===== src/rtl/program_sequencer_if.sv =====
// program_sequencer_if: control inputs and status outputs of the program sequencer.
// The master drives op/flags and the slave (the sequencer) reports pc/sp/halted/stack pulses.
interface program_sequencer_if #(
    parameter int ADDR_W      = 4,
    parameter int STACK_DEPTH = 4
);
    localparam int SP_W = $clog2(STACK_DEPTH + 1);
    logic              en;
    logic [2:0]        op;
    logic [ADDR_W-1:0] target;
    logic              zero_flag;
    logic              carry_flag;
    logic              resume;
    logic [ADDR_W-1:0] pc;
    logic [SP_W-1:0]   sp;
    logic              halted;
    logic              stack_ovf;
    logic              stack_unf;
    modport master (
        output en, op, target, zero_flag, carry_flag, resume,
        input  pc, sp, halted, stack_ovf, stack_unf
    );
    modport slave (
        input  en, op, target, zero_flag, carry_flag, resume,
        output pc, sp, halted, stack_ovf, stack_unf
    );
endinterface


===== src/rtl/program_sequencer.sv =====
// program_sequencer: program counter with jumps, halt/resume and an optional return stack.
// Define SEQ_STACK_EN to build the call/return stack; otherwise CALL acts as JMP and RET as NEXT.
module program_sequencer #(
    parameter int ADDR_W      = 4,
    parameter int STACK_DEPTH = 4
) (
    input logic                clk,
    input logic                rst_n,
    program_sequencer_if.slave bus
);
    localparam int SP_W = $clog2(STACK_DEPTH + 1);
    localparam logic [2:0] OP_NEXT = 3'b000;
    localparam logic [2:0] OP_JMP  = 3'b001;
    localparam logic [2:0] OP_JZ   = 3'b010;
    localparam logic [2:0] OP_JC   = 3'b011;
    localparam logic [2:0] OP_CALL = 3'b100;
    localparam logic [2:0] OP_RET  = 3'b101;
    localparam logic [2:0] OP_HALT = 3'b110;
    logic [ADDR_W-1:0] pc_q, pc_d, pc_inc;
    logic              halted_q, halted_d;
    assign pc_inc = pc_q + 1'b1;
`ifdef SEQ_STACK_EN
    logic [SP_W-1:0]   sp_q, sp_d;
    logic              ovf_q, ovf_d, unf_q, unf_d, push, full, empty;
    logic [ADDR_W-1:0] stack_q [STACK_DEPTH];
    logic [ADDR_W-1:0] top;
    assign full  = sp_q == SP_W'(STACK_DEPTH);
    assign empty = sp_q == '0;
    // Decoded read of entry sp-1 avoids indexing the array with the wider sp value.
    always_comb begin
        top = '0;
        for (int i = 0; i < STACK_DEPTH; i++)
            if (sp_q == SP_W'(i + 1)) top = stack_q[i];
    end
`endif
    always_comb begin
        pc_d     = pc_q;
        halted_d = halted_q;
`ifdef SEQ_STACK_EN
        sp_d  = sp_q;
        ovf_d = 1'b0;
        unf_d = 1'b0;
        push  = 1'b0;
`endif
        if (bus.en && halted_q) begin
            halted_d = !bus.resume;
            pc_d     = bus.resume ? pc_inc : pc_q;
        end else if (bus.en) begin
            case (bus.op)
                OP_NEXT: pc_d = pc_inc;
                OP_JMP:  pc_d = bus.target;
                OP_JZ:   pc_d = bus.zero_flag ? bus.target : pc_inc;
                OP_JC:   pc_d = bus.carry_flag ? bus.target : pc_inc;
`ifdef SEQ_STACK_EN
                OP_CALL: begin
                    push  = !full;
                    sp_d  = full ? sp_q : sp_q + 1'b1;
                    pc_d  = full ? pc_inc : bus.target;
                    ovf_d = full;
                end
                OP_RET: begin
                    sp_d  = empty ? sp_q : sp_q - 1'b1;
                    pc_d  = empty ? pc_inc : top;
                    unf_d = empty;
                end
`else
                OP_CALL: pc_d = bus.target;
                OP_RET:  pc_d = pc_inc;
`endif
                OP_HALT: halted_d = 1'b1;
                default: ;
            endcase
        end
    end
    always_ff @(posedge clk or negedge rst_n) begin
        if (!rst_n) begin
            pc_q     <= '0;
            halted_q <= 1'b0;
        end else begin
            pc_q     <= pc_d;
            halted_q <= halted_d;
        end
    end
    assign bus.pc     = pc_q;
    assign bus.halted = halted_q;
`ifdef SEQ_STACK_EN
    always_ff @(posedge clk or negedge rst_n) begin
        if (!rst_n) begin
            sp_q  <= '0;
            ovf_q <= 1'b0;
            unf_q <= 1'b0;
        end else begin
            sp_q  <= sp_d;
            ovf_q <= ovf_d;
            unf_q <= unf_d;
        end
    end
    // Return addresses are deliberately not reset; entries above sp are never read.
    always_ff @(posedge clk) begin
        for (int i = 0; i < STACK_DEPTH; i++)
            if (push && sp_q == SP_W'(i)) stack_q[i] <= pc_inc;
    end
    assign bus.sp        = sp_q;
    assign bus.stack_ovf = ovf_q;
    assign bus.stack_unf = unf_q;
`else
    assign bus.sp        = SP_W'(0);
    assign bus.stack_ovf = 1'b0;
    assign bus.stack_unf = 1'b0;
`endif
endmodule

===== src/flat_wrapper.sv =====
// flat-port wrapper written by rule: the top's interface ports become plain ports
module program_sequencer_flat 
#(
    parameter int ADDR_W      = 4,
    parameter int STACK_DEPTH = 4
)
  (clk, rst_n, bus_en, bus_op, bus_target, bus_zero_flag, bus_carry_flag, bus_resume, bus_pc, bus_sp, bus_halted, bus_stack_ovf, bus_stack_unf);
  program_sequencer_if #(.ADDR_W(ADDR_W), .STACK_DEPTH(STACK_DEPTH)) bus_i ();
  input logic clk;
  input logic rst_n;
  input wire logic [$bits(bus_i.en)-1:0] bus_en;
  input wire logic [$bits(bus_i.op)-1:0] bus_op;
  input wire logic [$bits(bus_i.target)-1:0] bus_target;
  input wire logic [$bits(bus_i.zero_flag)-1:0] bus_zero_flag;
  input wire logic [$bits(bus_i.carry_flag)-1:0] bus_carry_flag;
  input wire logic [$bits(bus_i.resume)-1:0] bus_resume;
  output wire logic [$bits(bus_i.pc)-1:0] bus_pc;
  output wire logic [$bits(bus_i.sp)-1:0] bus_sp;
  output wire logic [$bits(bus_i.halted)-1:0] bus_halted;
  output wire logic [$bits(bus_i.stack_ovf)-1:0] bus_stack_ovf;
  output wire logic [$bits(bus_i.stack_unf)-1:0] bus_stack_unf;
  assign bus_i.en = bus_en;
  assign bus_i.op = bus_op;
  assign bus_i.target = bus_target;
  assign bus_i.zero_flag = bus_zero_flag;
  assign bus_i.carry_flag = bus_carry_flag;
  assign bus_i.resume = bus_resume;
  assign bus_pc = bus_i.pc;
  assign bus_sp = bus_i.sp;
  assign bus_halted = bus_i.halted;
  assign bus_stack_ovf = bus_i.stack_ovf;
  assign bus_stack_unf = bus_i.stack_unf;
  program_sequencer #(.ADDR_W(ADDR_W), .STACK_DEPTH(STACK_DEPTH)) u_core (.clk(clk), .rst_n(rst_n), .bus(bus_i));
endmodule

===== config.mk =====
export PLATFORM = sky130hd
export DESIGN_NAME = program_sequencer_flat
export DESIGN_NICKNAME = d
export VERILOG_FILES = /design/src/rtl/program_sequencer_if.sv /design/src/rtl/program_sequencer.sv /design/src/flat_wrapper.sv
export SDC_FILE = /design/constraint.sdc
export NUM_CORES = 1
export LEC_CHECK = 0
export ABC_AREA = 1
export BUFFER_PORTS_ARGS = -buffer_cell sky130_fd_sc_hd__buf_2
export CAP_MARGIN = 15
export CORE_AREA = 2 2 39 41
export DETAILED_ROUTE_END_ITERATION = 6
export DIE_AREA = 0 0 41 43
export PLACE_DENSITY = 0.68
export REMOVE_ABC_BUFFERS = 1
export SLEW_MARGIN = 10
export SYNTH_ARGS = -nofsm -noshare
export SYNTH_HDL_FRONTEND = slang
export SYNTH_SLANG_ARGS = --single-unit

===== constraint.sdc =====
create_clock -name clk -period 2.6 [get_ports clk]
set_input_delay 0.52 -clock clk [delete_from_list [all_inputs] [get_ports clk]]
set_output_delay 0.52 -clock clk [all_outputs]
set_load 0.01 [all_outputs]

==> results.yml <==
clocking:
  clkTransAtPathRegs_ns: 0.04
  clock_latency_ns: 0.24
  clockBufferDepth: 2
  cts_root_buffer: "clkbuf_4"
  cts_buffers: 3
  cts.sinks: 5
  cts_hold_buf: 0
  cts_setup_buffers: 0
  cts_max_level: 1
  cts_repair_resize_count: 0
  cts_tree: "built"
global_routing:
  grt_max_degree: 11
  grt_overflow: 0
  grt_pass1_wl_microns: 1987
  grt_pass1_vias: 498
  track_usage: 0.1625
  antenna_found_initial: 0
die:
  ioPinCount: 23
  die_w_microns: 41
  core_area_sq_mm: 0.001384
  dieArea_sq_mm: 0.001763
  start_util: 0.3788
  die_h_microns: 43
  std_cell_rows: 14
power_and_ir_drop:
  p_int_uw: 277.6
  leakagePower_uw: 0.0003768
  p_sw_uw: 221.7
  p_sw_frac: 0.4440
  clkPwrFrac: 0.181
  irDropWorstVdd_mv: 0.4116
  power_frac_seq: 0.299
  combPwrFrac: 0.520
  power.density_mw_per_mm2: 802.8
layout:
  final_net_count: 119
  fin_cells: 120
  syn2layout_area_growth_pct: 18.62
  final_cell_mix: "nand2_1 (30), buf_2 (17), inv_1 (11)"
  fillers: 149
  diodes: 0
  final_common_cell: "nand2_1"
  drive_gt1_frac: 0.2500
job:
  cap_violations: 0
route:
  drt-wirelength-per-cell_microns: 9.433
  drt_iter0_markers: 16
  ant_nets: 0
  post-route-drc-count: 0
  finalWirelength_microns: 1132
  vias: 561
  viasPerCell: 4.675
  firstDrtPassIters: 5
sta:
  hold_viol_final: 0
  hold-worst-slack_ns: 0.08763
  finalCritPeriodShare: 0.5090
  max_freq_mhz: 755.6
  layout_min_cycle_time_ns: 1.323
  maxSlewViolCount: 0
  layout_setup_ws_ns: 1.277
  finalSetupViolCount: 0
  rsz0062_at_grt: "false"
  tns_ns: 0
  clock_skew_ns: 0.001628
synth:
  yosys_warnings: 0
  syn_inst: 85
  yosysTopAreaCell: "dfrtp_1"
  seq_area_frac_synth: 0.2387
  synth_area_sq_um: 524.3
  syn_area_per_cell_sq_um: 6.168
  synth_cell_types: 20
  synth_area_leaders: "dfrtp_1 (24%), nand2_1 (21%), inv_1 (7.9%)"
  synth_top_area_frac: 0.2387
  ys_ff_latch: 5
setup_path:
  start_kind: "register"
  crit_arrival_ns: 0.80
  crit_type: "register to primary output"
  crit_required_ns: 2.08
  path_buf_inv: 1
  slowest_stage: "dfrtp_1"
  endpoint_kind: "primary output"
  cp_max_fo: 4
  slowest_delay_ns: 0.41
  critical_path.cell_chain: "buf_2"
  critPathTopFamily: "flip-flops"
placed_design:
  port_buffers: 17
  pre_cts_ws_ns: 1.102
  dp_cells: 116
  post-dp-hpwl_microns: 965.7
  gp_congestion: 0.7776
min_path:
  hold_class: "input pin to async pin"
outcome:
  status: "finished clean"
==> state kept, by name, indices dropped and copies added, names as in the netlist <==
| signal | count |
|---|---|
| u_core.bus.pc | 4 |
| u_core.bus.halted | 1 |
==> cells in the mapped netlist <==
library cell	count
nand2_1	30
inv_1	11
nand3_1	7
buf_4	5
dfrtp_1	5
nor2_1	5
a21oi_1	4
o21ai_0	4
nand2_2	2
nand4_1	2
a21o_1	1
buf_6	1
conb_1	1
ha_1	1
inv_2	1
nand3b_1	1
nor2_2	1
nor2_4	1
o21ai_4	1
xor2_1	1
==> power groups by stage <==
stage | Clock, uW | Combinational (uW) | Sequential [uW]
floorplan | 0 | 161 | 162
CTS | 94.0 | 263 | 150
global route | 98.1 | 298 | 155
detailed placement | 0 | 262 | 151
global placement | 0 | 259 | 149
finish | 90.5 | 259 | 149
==> final timing paths <==
kind / start / endpoint / slack, ns / depth (start not counted)
worst max-delay path: u_core.bus.pc[1] / bus_pc[1] / 1.28 / 1
worst min-delay path: rst_n / u_core.bus.halted / 0.09 / 1
worst max register to register: u_core.bus.pc[0] / u_core.bus.pc[1] / 1.38 / 5
worst min register to register: u_core.bus.pc[0] / u_core.bus.pc[0] / 0.54 / 2
max in group asynchronous: rst_n / u_core.bus.pc[3] / 2.38 / 1
min in group clk: bus_target[3] / u_core.bus.pc[3] / 0.51 / 3
==> logic make-up after synthesis <==
group           Yosys count  synth area share
simple gates             49            0.4129
buf+inv                  18            0.1790
compound gates           10            0.1217
flops                     5            0.2387
xor+xnor                  1           0.01671
fa+ha+maj                 1           0.02386
other cells               1          0.007153
==> through the flow <==
step           total power (uW)  utilization  cell area, sq um
6_report                  499.2       0.4494             621.8
5_1_grt                   551.6       0.4494             621.8
4_1_cts                   507.3       0.4494             621.8
3_5_place_dp              413.0       0.4304             595.6
3_3_place_gp              408.1       0.4304             595.6
2_1_floorplan             323.4            -             490.5
==> per-layer routing <==
metal	track usage	vias up	share of wire
met5	0	-	0
met4	0.08000	0	0.011
met3	0.01571	2	0.058
met2	0.2438	22	0.51
met1	0.2222	242	0.42
li1	-	295	-
==> final cells by class <==
| class | count | area, sq um | share of cell area |
|---|---|---|---|
| clock buffers | 4 | 26.28 | 0.04225 |
| inverters | 12 | 45.04 | 0.07243 |
| multi-input cells | 66 | 320.3 | 0.5151 |
| well taps | 16 | 20.02 | 0.03219 |
| flip-flops and latches | 5 | 125.1 | 0.2012 |
| repair buffers | 17 | 85.08 | 0.1368 |
Note: power is estimated with default switching activity, not from simulation.
